File: src/rtl/clk_div_prog.sv
// clk_div_prog: runtime-programmable clock divider / clock-enable generator.
// Divides clk by any N >= 2 in square (near 50% duty) or single-pulse mode.
// A new divisor/mode is held in a shadow register and only commits at a
// period boundary (or while idle), so newclk never glitches.
//
// Ports:
//   clk      - system clock, rising edge
//   rst_n    - asynchronous active-low reset
//   en       - run enable; low holds the generator idle
//   div_in   - requested divisor (CNT_W bits)
//   mode_in  - requested mode (0 square, 1 pulse)
//   div_load - strobe capturing div_in/mode_in into the shadow registers
//   newclk   - divided clock / enable output (registered)
//   tick     - one-cycle pulse at each period start (registered)
//   pending  - shadow values waiting to commit (registered)
//   err      - one-cycle pulse when a load with div_in < 2 is rejected
module clk_div_prog #(
  parameter int unsigned CNT_W        = 8,
  parameter int unsigned DEFAULT_DIV  = 2,
  parameter bit          DEFAULT_MODE = 1'b0
) (
  input  logic             clk,
  input  logic             rst_n,
  input  logic             en,
  input  logic [CNT_W-1:0] div_in,
  input  logic             mode_in,
  input  logic             div_load,
  output logic             newclk,
  output logic             tick,
  output logic             pending,
  output logic             err
);

  localparam int unsigned     CW1     = CNT_W + 1;
  localparam logic [CNT_W-1:0] DEF_DIV = CNT_W'(DEFAULT_DIV);

  logic [CNT_W-1:0] cnt_q, cnt_d;
  logic [CNT_W-1:0] div_q, div_d;
  logic [CNT_W-1:0] sdiv_q, sdiv_d;
  logic             mode_q, mode_d;
  logic             smode_q, smode_d;
  logic             pending_d, newclk_d, tick_d, err_d;

  logic [CNT_W-1:0] half_c;
  logic             at_end_c;
  logic             load_ok_c;
  logic             commit_c;

  // High time of the square wave: ceil(div/2), computed one bit wider to avoid overflow.
  assign half_c    = CNT_W'((CW1'(div_q) + CW1'(1)) >> 1);
  assign at_end_c  = (cnt_q == (div_q - CNT_W'(1)));
  assign load_ok_c = div_load && (div_in >= CNT_W'(2));
  // Commit uses the registered pending, so a load on a boundary edge waits a period.
  assign commit_c  = pending && (!en || at_end_c);

  // Next-state and output computation
  always_comb begin
    cnt_d     = cnt_q;
    div_d     = div_q;
    mode_d    = mode_q;
    sdiv_d    = sdiv_q;
    smode_d   = smode_q;
    pending_d = pending;
    newclk_d  = 1'b0;
    tick_d    = 1'b0;
    err_d     = 1'b0;

    // Outputs come from the pre-update count and active settings.
    if (en) begin
      newclk_d = mode_q ? (cnt_q == '0) : (cnt_q < half_c);
      tick_d   = (cnt_q == '0);
      cnt_d    = at_end_c ? '0 : cnt_q + CNT_W'(1);
    end else begin
      cnt_d = '0;
    end

    if (commit_c) begin
      div_d     = sdiv_q;
      mode_d    = smode_q;
      cnt_d     = '0;
      pending_d = 1'b0;
    end

    // A load overrides the commit's clear of pending; the old shadow was already used.
    if (load_ok_c) begin
      sdiv_d    = div_in;
      smode_d   = mode_in;
      pending_d = 1'b1;
    end

    err_d = div_load && !load_ok_c;
  end

  // State and output registers
  always_ff @(posedge clk or negedge rst_n) begin
    if (!rst_n) begin
      cnt_q   <= '0;
      div_q   <= DEF_DIV;
      mode_q  <= DEFAULT_MODE;
      sdiv_q  <= DEF_DIV;
      smode_q <= DEFAULT_MODE;
      pending <= 1'b0;
      newclk  <= 1'b0;
      tick    <= 1'b0;
      err     <= 1'b0;
    end else begin
      cnt_q   <= cnt_d;
      div_q   <= div_d;
      mode_q  <= mode_d;
      sdiv_q  <= sdiv_d;
      smode_q <= smode_d;
      pending <= pending_d;
      newclk  <= newclk_d;
      tick    <= tick_d;
      err     <= err_d;
    end
  end

endmodule

File: config.mk
export PLATFORM = sky130hd
export DESIGN_NAME = clk_div_prog
export DESIGN_NICKNAME = d
export VERILOG_FILES = /design/src/rtl/clk_div_prog.sv
export SDC_FILE = /design/constraint.sdc
export NUM_CORES = 1
export LEC_CHECK = 0
export ABC_CLOCK_PERIOD_IN_PS = 7200
export BUFFER_PORTS_ARGS = -buffer_cell sky130_fd_sc_hd__buf_2
export CORE_MARGIN = 2
export CORE_UTILIZATION = 63
export CTS_CLUSTER_SIZE = 28
export DETAILED_ROUTE_END_ITERATION = 8
export GPL_TIMING_DRIVEN = 1
export PLACE_DENSITY = 0.95
export REMOVE_ABC_BUFFERS = 1
export SYNTH_ARGS = -nofsm -noshare
export SYNTH_HDL_FRONTEND = slang
export SYNTH_SLANG_ARGS = --single-unit
File: constraint.sdc
create_clock -name clk -period 7.2 [get_ports clk]
set_input_delay 1.44 -clock clk [delete_from_list [all_inputs] [get_ports clk]]
set_output_delay 1.44 -clock clk [all_outputs]
set_load 0.02 [all_outputs]
; ---- After elaboration in Yosys (flattened, before gate mapping)
; Cells that the tools add are included.
[classes]
add_sub_neg = 3
n_lt_le_gt_ge = 2
n_eq_ne = 1
n_mux = 8
reduce_logical = 8
[op_table]
columns = cell, count
row1 = $mux 8, 3
row2 = $add 8x1->9 const B, 1
row3 = $add 8x1->8 const B, 1
row4 = $eq 8x8->1, 1
row5 = $ge 8x2->1 const B, 1
row6 = $logic_not 8->1, 1
row7 = $lt 8x8->1, 1
row8 = $sub 8x1->8 const B, 1
row9 = $mux 1, 5
row10 = $logic_and 1x1->1, 3
row11 = $logic_not 1->1, 2
row12 = $reduce_bool 2->1, 1
row13 = $logic_or 1x1->1, 1
[totals]
register_bits = 30
in_bits = 13
output_inout_bits = 4
wordCells = 31

; ---- Logic depth before layout (Yosys ltp)
; Gate-level depths: netlist (run 1).
[depth]
ltp_word = 6
ltp_mapped = 9
ltp_nobuf = 9

; ---- Least setup slack after synthesis (run 1)
; OpenSTA, ideal clock, no wires.
[synth_timing]
path_kind = input -> register
start = in en
end = reg div_q[0]
setup_ns = 0.125
arrival_ns = 2.365
path_slack_ns = 4.710
path_stages = 4
path_buffers = 1
path_cell_list = inv_1 -> clkbuf_1 -> o21ai_4 -> mux2_4
[synth_between]
elab_chain_len = 3
[synth_lines]
columns = item, line
row1 = from (decl), 24  ; input logic en,
row2 = $logic_not 1->1, 54  ; assign commit_c = pending && (!en || at_end_c);
row3 = $logic_or 1x1->1, 54
row4 = $logic_and 1x1->1, 54
row5 = to (signal assigned), 108  ; div_q <= div_d;
row6 = to (decl), 38  ; logic [CNT_W-1:0] div_q, div_d;
; No other way between the ends.
; A chain may end at the register's enable or synchronous reset.

; ---- Final worst setup path (run 1)
[layout_timing]
start = reg div_q[0]
end = reg div_q[2]
[layout_between]
elab_chain_len = 4
[layout_lines]
columns = item, line
row1 = $sub 8x1->8, 51  ; assign at_end_c = (cnt_q == (div_q - CNT_W'(1)));
row2 = $eq 8x8->1, 51
row3 = $logic_or 1x1->1, 54
row4 = $logic_and 1x1->1, 54
; No other way between the ends.

==> results of run 1 <==
-- stage by stage --
stage               total power, W  utilization (%)  instances
finish                    0.000455             71.6        218
global route              0.000484             71.6        218
CTS                       0.000457             71.6        218
global placement          0.000346             69.4        210
detailed placement        0.000356             69.4        210
floorplan                 0.000321                -        163
-- cells by family (layout without fill, tap and decap cells) --
kind of cell	Yosys count	in the layout	share of synthesized area, %
xor+xnor	18	18	9.47
mux	12	12	9.26
flops	30	30	41.6
simple gates	69	69	20.9
buf+inv	13	30	2.97
compound gates	17	17	8.16
fa+ha+maj	11	11	7.60
-- critical path, stage by stage, from the launching register on --
cell      delay (ns)
dfrtp_1         0.45
inv_1           0.09
ha_1            0.17
nor3b_1         0.29
nor4b_1         0.26
nor3_1          0.12
a211oi_4        0.48
o21ai_4         0.21
mux2_4          0.34
-- worst paths after layout --
| check | from | endpoint | slack, ns |
|---|---|---|---|
| worst max-delay path | div_q[0] | div_q[2] | 4.67 |
| max in group asynchronous | rst_n | div_q[2] | 5.65 |
| worst min-delay path | sdiv_q[5] | sdiv_q[5] | 0.48 |
| worst max register to register | div_q[0] | div_q[2] | 4.67 |
| min in group asynchronous | rst_n | newclk | 1.12 |
| worst min register to register | sdiv_q[5] | sdiv_q[5] | 0.48 |
-- power breakdown --
| part | internal, W | switching, W | total, W |
|---|---|---|---|
| clock | 0.0000472 | 0.0000543 | 0.000102 |
| sequential | 0.000190 | 0.0000317 | 0.000222 |
| combinational | 0.0000708 | 0.0000610 | 0.000132 |
-- final cells by class --
type / instances / share of cell area (%)
Timing Repair Buffer: 16 / 4.09
Inverter: 6 / 1.15
Clock buffer: 7 / 2.81
Sequential cell: 30 / 38.5
Tap cell: 31 / 1.98
Clock inverter: 1 / 0.256
Multi-Input combinational cell: 127 / 51.2
-- per-layer routing --
| metal | track usage [%] | share of wire, % | vias to the layer above | routed length (um) |
|---|---|---|---|---|
| li1 | - | - | 630 | - |
| met1 | 28.5 | 40 | 639 | 1410 |
| met2 | 42.2 | 54 | 46 | 1900 |
| met3 | 7.71 | 5.2 | 6 | 184 |
| met4 | 5.65 | 0.63 | 0 | 22 |
| met5 | 0 | 0 | - | 0 |
-- cells in the final DEF (no fill, tap or decap), drive strengths merged, types with 3 or more instances in the layout --
| cell | count |
|---|---|
| dfrtp | 28 |
| nand2 | 22 |
| buf | 16 |
| nand3 | 11 |
| ha | 11 |
| nor3 | 11 |
| mux2 | 11 |
| xnor2 | 9 |
| xor2 | 8 |
| clkbuf | 7 |
| inv | 6 |
| and3 | 6 |
| o21ai | 5 |
| nor2 | 4 |
| nand2b | 3 |
| a21oi | 3 |
| a21o | 3 |
| nor4 | 3 |
==> results.py, run 1 <==
metrics = {
    "floorplanning": {
        "ios": 17,
        "core_mm2": 0.00273,
        "dieWidth_um": 57.6,
        "die_y_um": 57.6,
        "die_area_mm2": 0.00332,
        "start_util_pct": 66.2,
        "rows": 19,
    },
    "final_layout": {
        "regArea_um2": 753,
        "num_antenna_cells": 0,
        "fin_nets": 210,
        "fill_cells": 203,
        "multi_input_area_mm2": 0.00100,
        "drive_gt1_share_pct": 23.5,
        "area_growth_pct": 8.15,
        "final_cell_area_mm2": 0.00196,
        "biggestRegsByFlops": "cnt_q x8, div_q x8, sdiv_q x8",
    },
    "clock_tree": {
        "cts.sinks": 30,
        "cts_tree": "done",
        "holdBufCountCts": 0,
        "clk_pin_slew_ns": 0.09,
        "htreeDepth": 2,
        "cts-buffers-inserted": 5,
        "root_buffer": "clkbuf_4",
        "clk_path_buf_depth": 2,
        "clk_latency_ns": 0.32,
        "cts_setup_buffers": 0,
        "cts_resized": 0,
    },
    "synthesis": {
        "syn_area_mm2": 0.00181,
        "ys_seq_area_share_pct": 41.6,
        "netlist_instances": 170,
        "ys_types": 40,
        "synth_top_flop_cell": "dfrtp_1",
        "synthTopCellsByCount": "dfrtp_1, nand2_1, ha_1, nand3_1, nor3_1",
        "ys_seq_elements": 30,
        "yosysTopAreaCellShare_pct": 38.7,
        "synth_edf_count": 0,
        "yosysWarnings": 0,
        "ys_top_cells_by_area": "dfrtp_1, ha_1, mux2_4",
        "synth_top_area_cell": "dfrtp_1",
        "syn-mean-instance-area_um2": 10.6,
        "yosysMostFrequentCell": "dfrtp_1",
        "ys_async_sr_fraction_pct": 100,
    },
    "drt": {
        "first_pass_iters": 4,
        "drt-initial-drc-count": 38,
        "drt_wl_total_um": 3510,
        "dr_total_vias": 1321,
        "remaining_drc_errors": 0,
        "viasPerCell": 6.06,
        "routedWlPerCell_um": 16.1,
        "ant_nets": 0,
    },
    "power": {
        "vdd_drop_max_v": 0.000194,
        "p_leak_nw": 0.948,
        "power_density_mw_per_mm2": 232,
    },
    "global_routing": {
        "antenna_found_initial": 0,
        "grt_pass1_vias": 1328,
        "grt_max_degree": 31,
        "grt_usage_pct": 24.0,
        "overflow": 0,
        "grt_pass1_wl_um": 5980,
    },
    "placement": {
        "place.gp.congestion": 0.771,
        "dpl_cell_area_mm2": 0.00190,
        "dp_slack_ns": 4.46,
        "io_buffers": 16,
        "hpwlAfterDp_um": 2610,
    },
    "setup_path": {
        "worst-setup-path-type": "flip-flop to flip-flop",
        "r2r_cells": 8,
        "critPathCaptureType": "flip-flop",
        "cp.arrival_ns": 2.73,
        "cp_data_required_time_ns": 7.41,
        "critPathLaunchType": "flip-flop",
        "worstPathMaxFanout": 10,
    },
    "timing": {
        "setup_violations": 0,
        "worstMarginPinSlew_ns": 0.637,
        "fin_crit_sh_pct": 35.1,
        "slew_viol_final": 0,
        "whs_ns": 0.484,
        "relSlewSlack_pct": 57.6,
        "setup_slack_ns": 4.67,
        "finalCriticalPeriod_ns": 2.53,
        "skew_ns": 0.0109,
        "final_hold_viol_count": 0,
        "rsz0062_at_grt": "no",
        "setup_tns_ns": 0,
        "clock.fmax_ghz": 0.395,
    },
    "min_path": {
        "hold_depth": 2,
        "hold_path.class": "flip-flop to flip-flop",
    },
    "run_status": {
        "status": "completed",
    },
    "run": {
        "cap_violations": 0,
    },
}
(Power assumes the default switching activity.)
==> inputs of run 2 (changes only) <==
--- a/config.mk
+++ b/config.mk
@@ -5,14 +5,15 @@
 export SDC_FILE = /design/constraint.sdc
 export NUM_CORES = 1
 export LEC_CHECK = 0
-export ABC_CLOCK_PERIOD_IN_PS = 7200
+export ABC_AREA = 1
+export ABC_CLOCK_PERIOD_IN_PS = 2600
 export BUFFER_PORTS_ARGS = -buffer_cell sky130_fd_sc_hd__buf_2
 export CORE_MARGIN = 2
-export CORE_UTILIZATION = 63
+export CORE_UTILIZATION = 59
 export CTS_CLUSTER_SIZE = 28
 export DETAILED_ROUTE_END_ITERATION = 8
 export GPL_TIMING_DRIVEN = 1
-export PLACE_DENSITY = 0.95
+export PLACE_DENSITY = 0.91
 export REMOVE_ABC_BUFFERS = 1
 export SYNTH_ARGS = -nofsm -noshare
 export SYNTH_HDL_FRONTEND = slang
==> constraint.sdc (replaced) <==
create_clock -name clk -period 2.6 [get_ports clk]
set_input_delay 0.52 -clock clk [delete_from_list [all_inputs] [get_ports clk]]
set_output_delay 0.52 -clock clk [all_outputs]
set_load 0.02 [all_outputs]
==> run 2 against run 1 <==
  * Synthesized cell count rose by 45%
  * Critical path type unchanged
  * Critical endpoint is now div_q[7]
  * Global-route usage down 0.41 points
  * Worst setup slack got worse by 4.3 ns
  * Clock power rose to 2.6 times the previous value
==> results.py, run 2 <==
metrics = {
    "run_status": {
        "status": "completed",
    },
    "synthesis": {
        "yosysMostFrequentCell": "nand2_1",
        "synthTopCellsByCount": "nand2_1, inv_1, dfrtp_1",
        "syn-mean-instance-area_um2": 7.63,
        "ys_top_cells_by_area": "dfrtp_1, nand2_1, ha_1",
        "ys_seq_elements": 30,
        "yosysWarnings": 0,
        "yosysTopAreaCellShare_pct": 37.3,
        "netlist_instances": 246,
        "synth_edf_count": 0,
        "syn_area_mm2": 0.00188,
        "ys_seq_area_share_pct": 40.1,
        "ys_types": 25,
        "ys_async_sr_fraction_pct": 100,
        "synth_top_flop_cell": "dfrtp_1",
        "synth_top_area_cell": "dfrtp_1",
    },
    "setup_path": {
        "critPathLaunchType": "flip-flop",
        "reg2reg_from": "div_q[1]",
        "r2r_setup_slack_ns": 0.38,
        "cp_top_family": "simple AND/OR/NAND/NOR gates",
        "slowest_delay_ns": 0.57,
        "worst-path-buf-inv": 1,
        "cp_data_required_time_ns": 2.84,
        "crit_chain": "inv_1 -> ha_1 -> xnor2_1 -> nor2_1 -> nand2_1 -> nor2_1 -> nand3_1 -> o21bai_4 -> nand2_2 -> nand2_1 -> nand2_1",
        "critPathSlowestCell": "dfstp_2",
        "r2r_end": "div_q[7]",
        "crit_top_cell": "nand2_1",
        "worst-setup-path-type": "flip-flop to flip-flop",
        "cp.arrival_ns": 2.46,
        "r2r_cells": 11,
        "critPathCaptureType": "flip-flop",
        "worstPathMaxFanout": 12,
    },
    "final_layout": {
        "final_common_cell": "nand2_1",
        "area_growth_pct": 6.86,
        "drive_gt1_share_pct": 11.5,
        "fin_nets": 285,
        "biggestRegsByFlops": "cnt_q x8, div_q x8, sdiv_q x8",
        "finalCoreUtilization_pct": 65.7,
        "num_antenna_cells": 0,
        "final_cell_mix": "nand2_1, inv_1, dfrtp_1",
        "stdcell_count": 306,
        "fill_cells": 273,
    },
    "placement": {
        "place.gp.congestion": 0.922,
        "io_buffers": 16,
        "dp_cells": 298,
        "hpwlAfterDp_um": 2750,
    },
    "clock_tree": {
        "root_buffer": "clkbuf_4",
        "cts_tree": "done",
        "clk_path_buf_depth": 2,
        "cts_setup_buffers": 0,
        "htreeDepth": 2,
        "cts.sinks": 30,
        "cts-buffers-inserted": 5,
        "holdBufCountCts": 0,
        "clk_pin_slew_ns": 0.10,
        "clk_latency_ns": 0.34,
        "cts_resized": 0,
    },
    "timing": {
        "skew_ns": 0.00954,
        "rsz0062_at_grt": "no",
        "final_hold_viol_count": 0,
        "clock.fmax_ghz": 0.450,
        "finalCriticalPeriod_ns": 2.22,
        "slew_viol_final": 0,
        "worstMarginPinSlew_ns": 0.642,
        "fin_crit_sh_pct": 85.4,
        "relSlewSlack_pct": 57.2,
        "setup_tns_ns": 0,
        "setup_violations": 0,
        "whs_ns": 0.191,
    },
    "power": {
        "power_switching_w": 0.000437,
        "power_density_mw_per_mm2": 595,
        "p_comb_share_pct": 29.1,
        "seqPwrFrac_pct": 48.9,
        "clkPwrFrac_pct": 22.0,
        "p_int_w": 0.000757,
        "switching_share_pct": 36.6,
        "p_leak_nw": 1.06,
        "vdd_drop_max_v": 0.000403,
    },
    "drt": {
        "first_pass_iters": 4,
        "remaining_drc_errors": 0,
        "routedWlPerCell_um": 11.6,
        "drt-initial-drc-count": 81,
        "drt_wl_total_um": 3540,
        "dr_total_vias": 1566,
        "viasPerCell": 5.12,
        "ant_nets": 0,
    },
    "floorplanning": {
        "dieWidth_um": 60.4,
        "die_area_mm2": 0.00365,
        "core_mm2": 0.00305,
        "rows": 20,
        "start_util_pct": 61.5,
        "die_y_um": 60.4,
        "ios": 17,
    },
    "global_routing": {
        "grt_usage_pct": 23.6,
        "antenna_found_initial": 0,
        "overflow": 0,
        "grt_pass1_vias": 1472,
        "grt_max_degree": 31,
        "grt_pass1_wl_um": 6270,
    },
    "run": {
        "cap_violations": 0,
    },
    "min_path": {
        "hold_path.class": "primary input to asynchronous set/reset pin",
    },
}
## run 2: cell types whose count changed after synthesis, sizes merged, moves of 5 or more
cell,before,now
nand2,22,73
nand3,11,27
and3,6,0
inv,6,30
mux2,11,0
nor3,11,6
nor2,4,21
## run 2: layout make-up
cell class	instances	area (um^2)	area share, %
multi-input cells	177	947	47.2
flip-flops and latches	30	753	37.5
inverters	30	113	5.61
repair buffers	17	87.6	4.36
well taps	44	55.1	2.74
clock buffers	6	41.3	2.06
clock inverters	2	10.0	0.499
## run 2: kinds of logic (layout without fill, tap and decap cells)
| kind of cell | count (synthesis) | after routing | synth area share [%] |
|---|---|---|---|
| buffers and inverters | 39 | 55 | 9.46 |
| AOI/OAI and AO/OA | 17 | 17 | 5.60 |
| xor gates and xnor gates | 14 | 14 | 6.53 |
| DFF | 30 | 30 | 40.1 |
| adders and majority gates | 11 | 11 | 7.33 |
| and+or+nand+nor | 135 | 135 | 31.0 |
## run 2: worst max-delay path by stage
stage	startpoint	endpoint	slack, ns	cells past startpoint
finish	div_q[1]	div_q[7]	0.38	11
global route	div_q[2]	newclk	0.08	11
CTS	div_q[1]	div_q[5]	0.36	11
detailed placement	div_q[1]	div_q[5]	0.37	11
global placement	div_q[1]	div_q[2]	0.40	11
floorplan	div_q[1]	div_q[2]	0.55	11
## run 2: stage by stage
| step | setup slack [ns] | area (um^2) | total power, W |
|---|---|---|---|
| 6_report | 0.380 | 2010 | 0.00119 |
| 5_1_grt | 0.0817 | 2010 | 0.00129 |
| 4_1_cts | 0.360 | 2010 | 0.00121 |
| 3_5_place_dp | 0.372 | 1960 | 0.000940 |
| 3_3_place_gp | 0.395 | 1960 | 0.000927 |
| 2_1_floorplan | 0.554 | 1810 | 0.000841 |
## run 2: power by group through the flow
stage	clock (W)	combinational [W]	sequential [W]
after floorplan	0	0.000255	0.000586
after global placement	0	0.000337	0.000590
after detailed placement	0	0.000347	0.000592
after CTS	0.000271	0.000351	0.000583
after global routing	0.000291	0.000407	0.000593
final	0.000263	0.000347	0.000584
## run 2: worst register-to-register path, stage by stage (launching register included)
cell	delay (ns)
dfstp_2	0.57
inv_1	0.08
ha_1	0.32
xnor2_1	0.14
nor2_1	0.13
nand2_1	0.07
nor2_1	0.09
nand3_1	0.12
o21bai_4	0.28
nand2_2	0.18
nand2_1	0.11
nand2_1	0.05
## run 2: routing by layer
metal,vias up,share of wire (%),GRT usage (%)
met4,0,1.4,7.76
met1,717,43,27.9
li1,812,-,-
met2,30,50,40.2
met3,7,4.8,8.32
met5,-,0,0
==> inputs of run 3 (changes only) <==
--- a/config.mk
+++ b/config.mk
@@ -5,15 +5,14 @@
 export SDC_FILE = /design/constraint.sdc
 export NUM_CORES = 1
 export LEC_CHECK = 0
-export ABC_AREA = 1
 export ABC_CLOCK_PERIOD_IN_PS = 2600
 export BUFFER_PORTS_ARGS = -buffer_cell sky130_fd_sc_hd__buf_2
 export CORE_MARGIN = 2
-export CORE_UTILIZATION = 59
+export CORE_UTILIZATION = 58
 export CTS_CLUSTER_SIZE = 28
 export DETAILED_ROUTE_END_ITERATION = 8
 export GPL_TIMING_DRIVEN = 1
-export PLACE_DENSITY = 0.91
+export PLACE_DENSITY = 0.9
 export REMOVE_ABC_BUFFERS = 1
 export SYNTH_ARGS = -nofsm -noshare
 export SYNTH_HDL_FRONTEND = slang
==> run 3 against run 2 <==
  * Design area fell by 1.1%
  * Power rose by 7.0%
  * Critical path depth fell by 3
  * Final cell count fell by 27%
==> results.py, run 3 (synthesis gave the netlist of run 1 again) <==
metrics = {
    "run_status": {
        "status": "completed",
    },
    "drt": {
        "dr_total_vias": 1323,
        "drt-initial-drc-count": 43,
        "first_pass_iters": 4,
        "ant_nets": 0,
        "viasPerCell": 5.96,
        "remaining_drc_errors": 0,
        "drt_wl_total_um": 3500,
        "routedWlPerCell_um": 15.8,
    },
    "clock_tree": {
        "clk_pin_slew_ns": 0.11,
        "root_buffer": "clkbuf_4",
        "cts-buffers-inserted": 5,
        "cts.sinks": 30,
        "holdBufCountCts": 0,
        "cts_tree": "done",
        "clk_path_buf_depth": 2,
        "clk_latency_ns": 0.34,
        "cts_setup_buffers": 0,
        "htreeDepth": 2,
    },
    "global_routing": {
        "grt_usage_pct": 23.5,
        "grt_max_degree": 31,
        "antenna_found_initial": 0,
        "grt_pass1_wl_um": 6130,
        "grt_util_met3_pct": 6.28,
        "grt.met1_usage_pct": 27.8,
        "overflow": 0,
        "grt_pass1_vias": 1353,
        "gr-usage-met2_pct": 40.1,
        "top_usage_layer": "met2",
    },
    "floorplanning": {
        "start_util_pct": 60.3,
        "core_mm2": 0.00300,
        "die_area_mm2": 0.00358,
        "rows": 20,
        "die_y_um": 59.9,
        "dieWidth_um": 59.9,
        "ios": 17,
    },
    "timing": {
        "relSlewSlack_pct": 57.4,
        "rsz0062_at_grt": "no",
        "skew_ns": 0.0210,
        "worstMarginPinSlew_ns": 0.639,
        "fin_crit_sh_pct": 93.4,
        "slew_viol_final": 0,
        "setup_tns_ns": 0,
        "setup_violations": 0,
        "finalCriticalPeriod_ns": 2.43,
        "final_hold_viol_count": 0,
        "clock.fmax_ghz": 0.412,
    },
    "final_layout": {
        "area_growth_pct": 9.61,
        "final_common_cell": "dfrtp_1",
        "stdcell_count": 222,
        "fin_nets": 212,
        "num_antenna_cells": 0,
        "biggestRegsByFlops": "cnt_q x8, div_q x8, sdiv_q x8",
        "final_cell_mix": "dfrtp_1, nand2_1, buf_2",
        "drive_gt1_share_pct": 25.4,
    },
    "setup_path": {
        "worst-setup-path-type": "flip-flop to flip-flop",
        "critPathSlowestCell": "dfstp_2",
        "cp.arrival_ns": 2.64,
        "cp_top_family": "simple AND/OR/NAND/NOR gates",
        "r2r_setup_slack_ns": 0.17,
        "startpoint": "div_q[1]",
        "worstPathMaxFanout": 9,
        "critPathCaptureType": "flip-flop",
        "reg2reg_from": "div_q[1]",
        "r2r_end": "div_q[0]",
        "worst-path-buf-inv": 1,
        "crit_chain": "inv_1 -> ha_1 -> nor3b_2 -> nor4b_1 -> nor3_1 -> a211oi_4 -> o21ai_4 -> mux2_4",
        "slowest_delay_ns": 0.59,
        "cp_data_required_time_ns": 2.81,
        "r2r_cells": 8,
        "critPathLaunchType": "flip-flop",
    },
    "min_path": {
        "hold_path.class": "primary input to asynchronous set/reset pin",
    },
    "placement": {
        "hpwlAfterDp_um": 2600,
        "place.gp.congestion": 0.903,
        "io_buffers": 16,
        "dp_cells": 214,
    },
    "power": {
        "vdd_drop_max_v": 0.000404,
        "p_leak_nw": 0.960,
        "power_density_mw_per_mm2": 644,
    },
    "run": {
        "cap_violations": 0,
    },
}
==> run 3: cell count changes in the layout (fill, tap and decap cells not counted), moves of 3 or more <==
cell / delta
nand4_1: -4
mux2_4: +9
a21o_1: +3
nand2_1: -49
inv_1: -24
nor2_1: -16
xnor2_1: +4
nand2b_1: +3
and3_1: +5
o21ai_0: -4
nor3_1: +4
nand3_1: -16
==> run 3: worst max path at each step <==
stage,cells after the start,endpoint
2_1_floorplan,8,div_q[0]
3_3_place_gp,8,div_q[0]
3_5_place_dp,8,div_q[6]
4_1_cts,8,div_q[0]
5_1_grt,8,div_q[0]
6_report,8,div_q[0]
==> run 3: layer usage <==
layer	vias to the layer above	share of wire, %
li1	635	-
met1	638	43
met2	39	51
met3	11	4.4
met4	0	2.2
met5	-	0
==> run 3: where the power goes <==
group | leakage, nW | switching [W] | total [W] | internal (W)
clock | 0.0343 | 0.000163 | 0.000293 | 0.000130
sequential | 0.373 | 0.0000894 | 0.000615 | 0.000526
combinational | 0.552 | 0.000170 | 0.000370 | 0.000200
total | 0.960 | 0.000422 | 0.00128 | 0.000856
==> run 3: what timing repair did <==
action / 4_1_cts / 5_1_grt
setup endpoints to repair: 0 / 9
gates resized for setup: 0 / 1
endpoints found under the hold margin: 0 / 0
==> run 3: layout make-up <==
class	instances	area (um^2)
Tap cell	33	41.3
Timing Repair Buffer	18	95.1
Multi-Input combinational cell	127	1010
Fill cell	230	1020
Inverter	6	22.5
Clock buffer	6	51.3
Sequential cell	30	753
Clock inverter	2	12.5
==> run 3: per-stage QoR <==
step | area (um^2) | hold slack, ns | setup slack (ns) | power, W | util [%]
after detailed placement | 1920 | 0.456 | 0.0768 | 0.000988 | 63.8
after CTS | 1980 | 0.201 | 0.0560 | 0.00128 | 65.9
after floorplan | 1780 | 0.224 | 0.326 | 0.000888 | -
after global placement | 1920 | 0.454 | 0.279 | 0.000963 | 63.8
final | 1980 | 0.186 | 0.172 | 0.00128 | 66.1
after global routing | 1980 | 0.220 | 0.0307 | 0.00136 | 66.1
